$ cat src/rtl/upload_pkg.sv
// Shared constants and state encoding for the upload frame packer.
// Frame layout: HDR0 HDR1 source len_hi len_lo payload... checksum.
package upload_pkg;

  localparam logic [7:0] HDR0_BYTE = 8'hAA;
  localparam logic [7:0] HDR1_BYTE = 8'h44;

  localparam logic [7:0] SRC_UART = 8'h01;
  localparam logic [7:0] SRC_I2C  = 8'h02;
  localparam logic [7:0] SRC_SPI  = 8'h03;

  typedef enum logic [3:0] {
    ST_IDLE,
    ST_COLLECT,
    ST_HDR0,
    ST_HDR1,
    ST_SRC,
    ST_LENH,
    ST_LENL,
    ST_PAYLOAD,
    ST_CSUM
  } upload_state_e;

endpackage

$ cat src/rtl/upload_buf_ram.sv
// Simple dual-port byte buffer: synchronous write, registered read.
// rd_data holds its value until the next rd_en, so a stalled consumer sees stable data.
module upload_buf_ram #(
  parameter int DEPTH = 256,
  localparam int AW = $clog2(DEPTH)
) (
  input  logic          clk,
  input  logic          wr_en,
  input  logic [AW-1:0] wr_addr,
  input  logic [7:0]    wr_data,
  input  logic          rd_en,
  input  logic [AW-1:0] rd_addr,
  output logic [7:0]    rd_data
);

  logic [7:0] mem_q [DEPTH];
  logic [7:0] rd_data_q;

  always_ff @(posedge clk) begin
    if (wr_en) mem_q[wr_addr] <= wr_data;
    if (rd_en) rd_data_q <= mem_q[rd_addr];
  end

  assign rd_data = rd_data_q;

endmodule

$ cat src/rtl/upload_frame_packer.sv
// Buffers one upload burst from a command handler and re-emits it as a framed,
// checksummed packet. Handshakes: a byte moves on upload_valid (ready is advisory,
// one byte of skid is absorbed); tx bytes move on tx_valid && tx_ready, tx_data held otherwise.
module upload_frame_packer
  import upload_pkg::*;
#(
  parameter int          BUF_DEPTH = 256,
  parameter logic [7:0]  HDR0      = HDR0_BYTE,
  parameter logic [7:0]  HDR1      = HDR1_BYTE
) (
  input  logic          clk,
  input  logic          rst,
  input  logic          upload_req,
  input  logic [7:0]    upload_data,
  input  logic [7:0]    upload_source,
  input  logic          upload_valid,
  output logic          upload_ready,
  output logic [7:0]    tx_data,
  output logic          tx_valid,
  input  logic          tx_ready,
  output logic          drop_pulse,
  output upload_state_e state_dbg
);

  localparam int AW = $clog2(BUF_DEPTH);
  localparam int CW = AW + 1;
  localparam logic [CW-1:0] DEPTH_C   = CW'(BUF_DEPTH);
  localparam logic [CW-1:0] READY_MAX = CW'(BUF_DEPTH - 2);
  localparam logic [CW-1:0] ONE_C     = CW'(1);

  upload_state_e state_q, state_d;
  logic [CW-1:0] count_q, count_d;
  logic [CW-1:0] rd_idx_q, rd_idx_d;
  logic [7:0]    csum_q, csum_d;
  logic [7:0]    src_q, src_d;
  logic          src_lat_q, src_lat_d;
  logic          upload_ready_q, upload_ready_d;

  logic          wr_en;
  logic          rd_en;
  logic [AW-1:0] rd_addr;
  logic [7:0]    rd_data;
  logic [15:0]   len16;
  logic [7:0]    frame_sum;
  logic          can_store;

  upload_buf_ram #(.DEPTH(BUF_DEPTH)) u_buf (
    .clk     (clk),
    .wr_en   (wr_en),
    .wr_addr (count_q[AW-1:0]),
    .wr_data (upload_data),
    .rd_en   (rd_en),
    .rd_addr (rd_addr),
    .rd_data (rd_data)
  );

  assign len16     = 16'(count_q);
  // csum_q carries only the payload sum; the length-dependent terms are folded in at the end.
  assign frame_sum = csum_q + src_q + len16[15:8] + len16[7:0];
  assign can_store = (state_q == ST_COLLECT) && (count_q < DEPTH_C);

  always_comb begin
    state_d   = state_q;
    count_d   = count_q;
    rd_idx_d  = rd_idx_q;
    csum_d    = csum_q;
    src_d     = src_q;
    src_lat_d = src_lat_q;
    wr_en     = 1'b0;
    rd_en     = 1'b0;
    rd_addr   = '0;
    tx_valid  = 1'b0;
    tx_data   = 8'h00;

    case (state_q)
      ST_IDLE: begin
        if (upload_req) begin
          state_d   = ST_COLLECT;
          count_d   = '0;
          csum_d    = 8'h00;
          src_lat_d = 1'b0;
        end
      end
      ST_COLLECT: begin
        if (upload_valid && can_store) begin
          wr_en   = 1'b1;
          count_d = count_q + ONE_C;
          csum_d  = csum_q + upload_data;
          if (!src_lat_q) begin
            src_d     = upload_source;
            src_lat_d = 1'b1;
          end
        end
        if (count_d == DEPTH_C) state_d = ST_HDR0;
        else if (!upload_req) state_d = (count_d != '0) ? ST_HDR0 : ST_IDLE;
      end
      ST_HDR0: begin
        tx_valid = 1'b1;
        tx_data  = HDR0;
        if (tx_ready) state_d = ST_HDR1;
      end
      ST_HDR1: begin
        tx_valid = 1'b1;
        tx_data  = HDR1;
        if (tx_ready) state_d = ST_SRC;
      end
      ST_SRC: begin
        tx_valid = 1'b1;
        tx_data  = src_q;
        if (tx_ready) state_d = ST_LENH;
      end
      ST_LENH: begin
        tx_valid = 1'b1;
        tx_data  = len16[15:8];
        if (tx_ready) state_d = ST_LENL;
      end
      ST_LENL: begin
        tx_valid = 1'b1;
        tx_data  = len16[7:0];
        // Prefetch payload[0] so it is on rd_data when PAYLOAD starts.
        if (tx_ready) begin
          state_d  = ST_PAYLOAD;
          rd_en    = 1'b1;
          rd_idx_d = '0;
        end
      end
      ST_PAYLOAD: begin
        tx_valid = 1'b1;
        tx_data  = rd_data;
        if (tx_ready) begin
          if (rd_idx_q == count_q - ONE_C) begin
            state_d = ST_CSUM;
          end else begin
            rd_idx_d = rd_idx_q + ONE_C;
            rd_en    = 1'b1;
            rd_addr  = rd_idx_d[AW-1:0];
          end
        end
      end
      ST_CSUM: begin
        tx_valid = 1'b1;
        tx_data  = frame_sum;
        // A full-buffer close keeps the latched source for the continuation frame.
        if (tx_ready) begin
          count_d = '0;
          csum_d  = 8'h00;
          state_d = upload_req ? ST_COLLECT : ST_IDLE;
        end
      end
      default: state_d = ST_IDLE;
    endcase

    upload_ready_d = (state_d == ST_COLLECT) && (count_d <= READY_MAX);
  end

  assign drop_pulse   = upload_valid && !can_store;
  assign upload_ready = upload_ready_q;
  assign state_dbg    = state_q;

  always_ff @(posedge clk) begin
    if (rst) begin
      state_q        <= ST_IDLE;
      count_q        <= '0;
      rd_idx_q       <= '0;
      csum_q         <= 8'h00;
      src_q          <= 8'h00;
      src_lat_q      <= 1'b0;
      upload_ready_q <= 1'b0;
    end else begin
      state_q        <= state_d;
      count_q        <= count_d;
      rd_idx_q       <= rd_idx_d;
      csum_q         <= csum_d;
      src_q          <= src_d;
      src_lat_q      <= src_lat_d;
      upload_ready_q <= upload_ready_d;
    end
  end

endmodule

$ cat config.mk
export PLATFORM = sky130hd
export DESIGN_NAME = upload_frame_packer
export DESIGN_NICKNAME = d
export VERILOG_FILES = /design/src/rtl/upload_pkg.sv /design/src/rtl/upload_buf_ram.sv /design/src/rtl/upload_frame_packer.sv
export SDC_FILE = /design/constraint.sdc
export NUM_CORES = 2
export LEC_CHECK = 0
export ABC_AREA = 1
export CORE_MARGIN = 3
export CORE_UTILIZATION = 35
export DETAILED_ROUTE_END_ITERATION = 16
export REMOVE_ABC_BUFFERS = 1
export SYNTH_ARGS = -nofsm -noshare
export SYNTH_HDL_FRONTEND = slang
export SYNTH_SLANG_ARGS = --single-unit
$ cat constraint.sdc
create_clock -name clk -period 6.2 [get_ports clk]
set_clock_uncertainty 0.15 [all_clocks]
set_input_delay 0.93 -clock clk [delete_from_list [all_inputs] [get_ports clk]]
set_output_delay 0.93 -clock clk [all_outputs]
set_load 0.02 [all_outputs]
* After elaboration in Yosys (flattened, before gate mapping)
Memories as Yosys holds them, arrays and structs flattened. A register that Yosys moved wholly into a read port is not among the register bits.
Index checks and enable logic that the tools add are counted.
** Word-level totals
- Logic and storage cells :: 93
- Bits of input ports :: 21
- Register bits after elaboration :: 40
- Output and inout bits :: 15
- Memories kept :: 1
- Memory bits (writable) :: 2048
** Cells by class
- Bitwise logic cells :: 1
- Reduce and logical (&&, ||, !) cells :: 15
- Mux-type cells :: 43
- Eq/ne operators :: 17
- Add/subtract/negate cells :: 7
- Order comparisons :: 2
** Memories
- u_buf.mem_q :: depth 256, bits a word 8, read ports 1, clocked after memory_dff 1, write ports 1, line upload_buf_ram.sv:16 : logic [7:0] mem_q [DEPTH];
** Operators with widths (count)
- 2-to-1 mux 9 bit :: 7
- case mux 8 bit (7 select lines) :: 1
- 2-to-1 mux 8 bit :: 6
- 2-to-1 mux 4 bit :: 11
- case mux 4 bit (9 select lines) :: 1
- case mux 9 bit (3 select lines) :: 1
- adder 8 bit :: 3
- case mux 8 bit (3 select lines) :: 1
- adder 9 x 1 -> 9 bit, second input constant :: 2
- case mux 9 bit (2 select lines) :: 1
- == test 4 x 3 -> 1 bit, second input constant :: 4
- 2-to-1 mux 1 bit :: 11
- inequality test 2 bit, second input constant :: 5
- == test 9 bit :: 1
- == test 9 bit, second input constant :: 1
- <= comparator 9 x 8 -> 1 bit, second input constant :: 1
- < comparator 9 bit, second input constant :: 1
- nonzero test 9 bit :: 1
- subtractor 9 x 1 -> 9 bit, second input constant :: 1
- adder 8 x 1 -> 8 bit :: 1
- == test 4 x 1 -> 1 bit, second input constant :: 2
- == test 4 x 2 -> 1 bit, second input constant :: 2
- AND reduction 4 bit :: 2
- OR reduction 7 bit :: 1
- 11 further kinds :: 17

* Longest topological paths before layout
- Depth in word-level cells :: 12
- Gate-level depth with buffers :: 24
- Depth with buffers taken out :: 22

* Modules after synthesis
Synthesis repeated with hierarchy kept, for this count alone.
** Second synthesis, totals
- Cells, all modules :: 7559
- Area, all modules :: 87003.4 um^2
** By module, submodules not included
- upload_buf_ram :: times used 1, area an instance 83476.3 um^2, seq. area each 61739.2 um^2, cells an instance 7003
- upload_frame_packer :: times used 1, area an instance 3527.1 um^2, seq. area each 800.8 um^2, cells an instance 556

* Worst setup path after synthesis
Ideal clock, no wire load.
- Path kind :: register to output
- Start point :: register count_q[0]
- End point :: output tx_data[6]
- Path slack :: 2.721 ns
- Arrival time :: 2.399 ns
- Data required time :: 5.120 ns
- Stages on the path, launching flop included :: 13
- Cells stage by stage :: dfxtp_1 -> fa_1 -> ha_1 -> fa_1 -> inv_1 -> o31ai_1 -> inv_1 -> nor2_1 -> nor2_1 -> o21bai_1 -> or2_2 -> nand3_1 -> nand3_1
** Between the ends
- Word-level cells in the longest chain between the ends :: 2
** Ends and longest elaborated chain
- start, declared :: line upload_frame_packer.sv:32 : logic [CW-1:0] count_q, count_d;
- start signal, assigned :: line upload_frame_packer.sv:171 : count_q <= count_d;
- adder 8 bit :: line upload_frame_packer.sv:59 : assign frame_sum = csum_q + src_q + len16[15:8] + len16[7:0];
- case mux 8 bit (7 select lines) :: line upload_frame_packer.sv:75 : case (state_q)
- end, declared :: line upload_frame_packer.sv:18 : output logic [7:0] tx_data,
Every way passes these cells.

* Worst setup path after layout
- Start point :: register count_q[5]
- End point :: register u_buf.rd_data_q[2] (netlist: u_buf.rd_data[2]), read port of u_buf.mem_q (data pin)
** Between the ends
- Word-level cells in the longest chain between the ends :: 5
- Elaborated cells on any way between the ends :: 8
** Ends and longest elaborated chain
- subtractor 9 x 1 -> 9 bit (*) :: line upload_frame_packer.sv:131 : if (rd_idx_q == count_q - ONE_C) begin
- == test 9 bit (*) :: line upload_frame_packer.sv:131
- 2-to-1 mux 1 bit or 2-to-1 mux 8 bit (tied branches) :: line upload_frame_packer.sv:131
- 2-to-1 mux 1 bit or 2-to-1 mux 8 bit (tied branches) :: line upload_frame_packer.sv:130 : if (tx_ready) begin
- case mux 1 bit (2 select lines) or 2-to-1 mux 8 bit (tied branches) :: line upload_frame_packer.sv:75
- end, declared :: line upload_buf_ram.sv:17 : logic [7:0] rd_data_q;
Mark *: on every way between the ends. The rest lies on a longest branch, timed or not.
A chain may end at the register's enable or synchronous reset.

==> results.txt <==
run status = finished clean
critical path startpoint category = flip-flop
total power = 29.1 mW
core area = 269000 sq um
vias per cell = 5.32
Die Wd = 526 microns
#FFs+latches synth = 2096
Post-Syn Area = 94800 sq um
Met1 Routed Length = 115 mm
area grow syn2layout = 11.5%
All-Layer GR Usage = 0.197
headroom to the max-slew limit = 0.148
cell count after synthesis = 9172
die area = 277000 sq um
clock tree root buffer cell = clkbuf_16
clk_lat worst skew = 0.87 ns
Top Metal Used = met5
antenna violations before repair = 11
multi-input logic area = 22900 sq um
synth top area cells = edfxtp_1 65%, nand3_1 9.1%, inv_1 7.0%
Final Util = 0.393
Avg WL per Cell = 22.2 microns
IO Pins = 36
nets@finish = 8984
initial DRC count = 8127
global route total overflow = 0
Num CTS Buffers = 215
Net Sw Power = 5.99 mW
wirelength, routed = 281 mm
Mapped Avg Cell Area = 10.3 sq um
DRC violations left = 0
Area after DPL = 98700 sq um
Clock transition at path regs = 0.06 ns
cell leakage power = 42.2 nW
share of the synthesized area in the top cell type = 0.651
WL met3 = 26.0 mm
Flop pwr share = 0.534
Reg2Reg Setup Slack = 0.98 ns
post_cts resized = 0
first-pass GRT wire length = 419 mm
Final Cell Area = 106000 sq um
Final GP Congestion = 0.897
Fillers = 25.7k
CP Capture Type = flip-flop
CTS Sinks = 2096
# setup viols final = 0
vias in the first global route = 63.7k
pre-CTS setup slack = 1.07 ns
Yosys top cell by area = edfxtp_1
largest net degree at the start of global routing = 172
total internal power = 23.1 mW
number of buffers added for setup after CTS = 0
CTS tree = built
worst-margin pin slew = 1.27 ns
maxcap violations = 0
crit path DAT = 5.69 ns
H-Tree Depth = 4
Sw Ratio = 0.206
setup TNS = 0 ns
Worst Path Class, Setup = flip-flop to flip-flop
CP required = 6.66 ns
Peak VDD IR = 265 uV
combinational share of power = 0.019
RSZ-0062 raised after global routing = no
Cell variety after synth = 43
sequential share of the synthesized area = 0.660
Final Hold Slack = 0.318 ns
clk buf depth = 3
chip height = 526 microns
Slew Limit Fails = 0
fin crit share = 0.843
I/O Buffers = 35
Hold Fails Final Rpt = 0
hold buffers post-CTS = 0
placed instance count = 12.3k
final antenna-violating net count = 0
fmax = 0.191 GHz
Clock power frac = 0.446
non-filler cells in the finished layout = 12.7k
Met2 Wirelength = 130 mm
share of layout cells above drive strength 1 = 0.0553
register area = 62500 sq um
final worst slack = 0.976 ns
Vias = 67.4k
1st-pass router iterations = 10
hold crit path type = input port to flip-flop
Pwr Density = 276 nW/um^2
Initial Util = 0.353
fin crit period = 5.22 ns
CP Max Fanout = 80
# rows = 190
Synth Warn # = 0
HPWL after detailed placement = 160 mm
## registers in the layout, indices dropped and copies added, names as in the netlist
| name | count |
|---|---|
| count_q | 9 |
| csum_q | 8 |
| rd_idx_q | 9 |
| src_lat_q | 1 |
| src_q | 8 |
| state_dbg | 4 |
| u_buf.mem_q | 2048 |
| u_buf.rd_data | 8 |
| upload_ready | 1 |
## final cells by class
| class | count | share of cell area |
|---|---|---|
| Antenna cell | 2 | 0.0000474 |
| Multi-Input combinational cell | 4669 | 0.217 |
| Clock buffer | 276 | 0.0539 |
| Tap cell | 3552 | 0.0421 |
| Timing Repair Buffer | 186 | 0.0204 |
| Sequential cell | 2096 | 0.592 |
| Inverter | 1766 | 0.0628 |
| Clock inverter | 115 | 0.0125 |
## worst max-delay path, cell delays in order (launching register included)
cell and delay [ns]:
dfxtp_1 0.67, nor2_4 0.11, nand2_2 0.35, nor2_1 0.07
nand2_1 0.07, nand2_1 0.05, nand2_1 0.09, inv_2 0.05
nand4_4 0.13, nand2_4 0.14, inv_2 0.12, nand3_4 0.41
inv_8 0.66, buf_4 0.39, nand3_1 0.18, nand3_1 0.13
nand3_1 0.15, nand3_1 0.49, nand3_1 0.17, nand3_1 0.10
nand2_1 0.07
## layer usage
metal | up-vias | global-route usage
li1 | 30727 | -
met1 | 32795 | 0.270
met2 | 3292 | 0.313
met3 | 534 | 0.0352
met4 | 8 | 0.0726
met5 | - | 0
## power groups by stage
stage / registers [mW] / logic, mW / clock network [mW]
after floorplan: 15.9 / 0.0801 / 0
after global placement: 15.9 / 0.545 / 0
after detailed placement: 15.9 / 0.557 / 0
after CTS: 15.6 / 0.556 / 13.2
after global routing: 15.6 / 0.591 / 13.7
final: 15.6 / 0.559 / 13.0
## cell usage in the layout, fill, tap and decap left out, drive strengths merged
master         count
nand3b             3
o2111ai            2
nor4               4
nand4            671
o21ai            273
o32ai              1
nand3           1733
a211oi             1
xnor2              7
edfxtp          2056
buf              160
fa                 9
diode              2
o31ai              2
o211ai           110
o22a               1
nor2             360
a221oi             3
bufinv            25
nor3              10
clkinv            82
dfxtp             40
a21oi             31
clkdlybuf4s50     26
o21bai             2
inv             1769
xor2              10
nand2           1408
ha                20
clkbuf           276
a32oi              1
clkinvlp           5
a31oi              1
or2                6
## cell families after synthesis
family | count (synthesis) | synth area share
AND/OR/NAND/NOR | 4195 | 0.208
adder cells (fa/ha/maj) | 29 | 0.00454
AO/OA/AOI/OAI | 428 | 0.0260
XOR/XNOR | 17 | 0.00157
flip-flops | 2096 | 0.660
buffers and inverters | 2407 | 0.0998
## synthesized netlist by cell type, drive strengths merged
cell type     n
o22a          1
nor4          4
dfxtp        40
a211oi        1
nand4       671
o211ai      110
clkinv        1
a221oi        3
o32ai         1
inv        1765
clkbuf      313
xnor2         7
o2111ai       2
edfxtp     2056
xor2         10
fa            9
a31oi         1
o21ai       273
or2           6
a32oi         1
nand3b        3
o21bai        2
nor2        360
nor3         10
buf         328
nand3      1733
o31ai         2
a21oi        31
nand2      1408
ha           20
## worst paths after layout
kind,depth (start not counted),startpoint,to
max reg2reg,20,count_q[5],u_buf.rd_data[2]
min reg2reg,2,rd_idx_q[3],rd_idx_q[3]
max,20,count_q[5],u_buf.rd_data[2]
min,1,upload_data[0],u_buf.mem_q[143][0]
(Power assumes the default switching activity.)
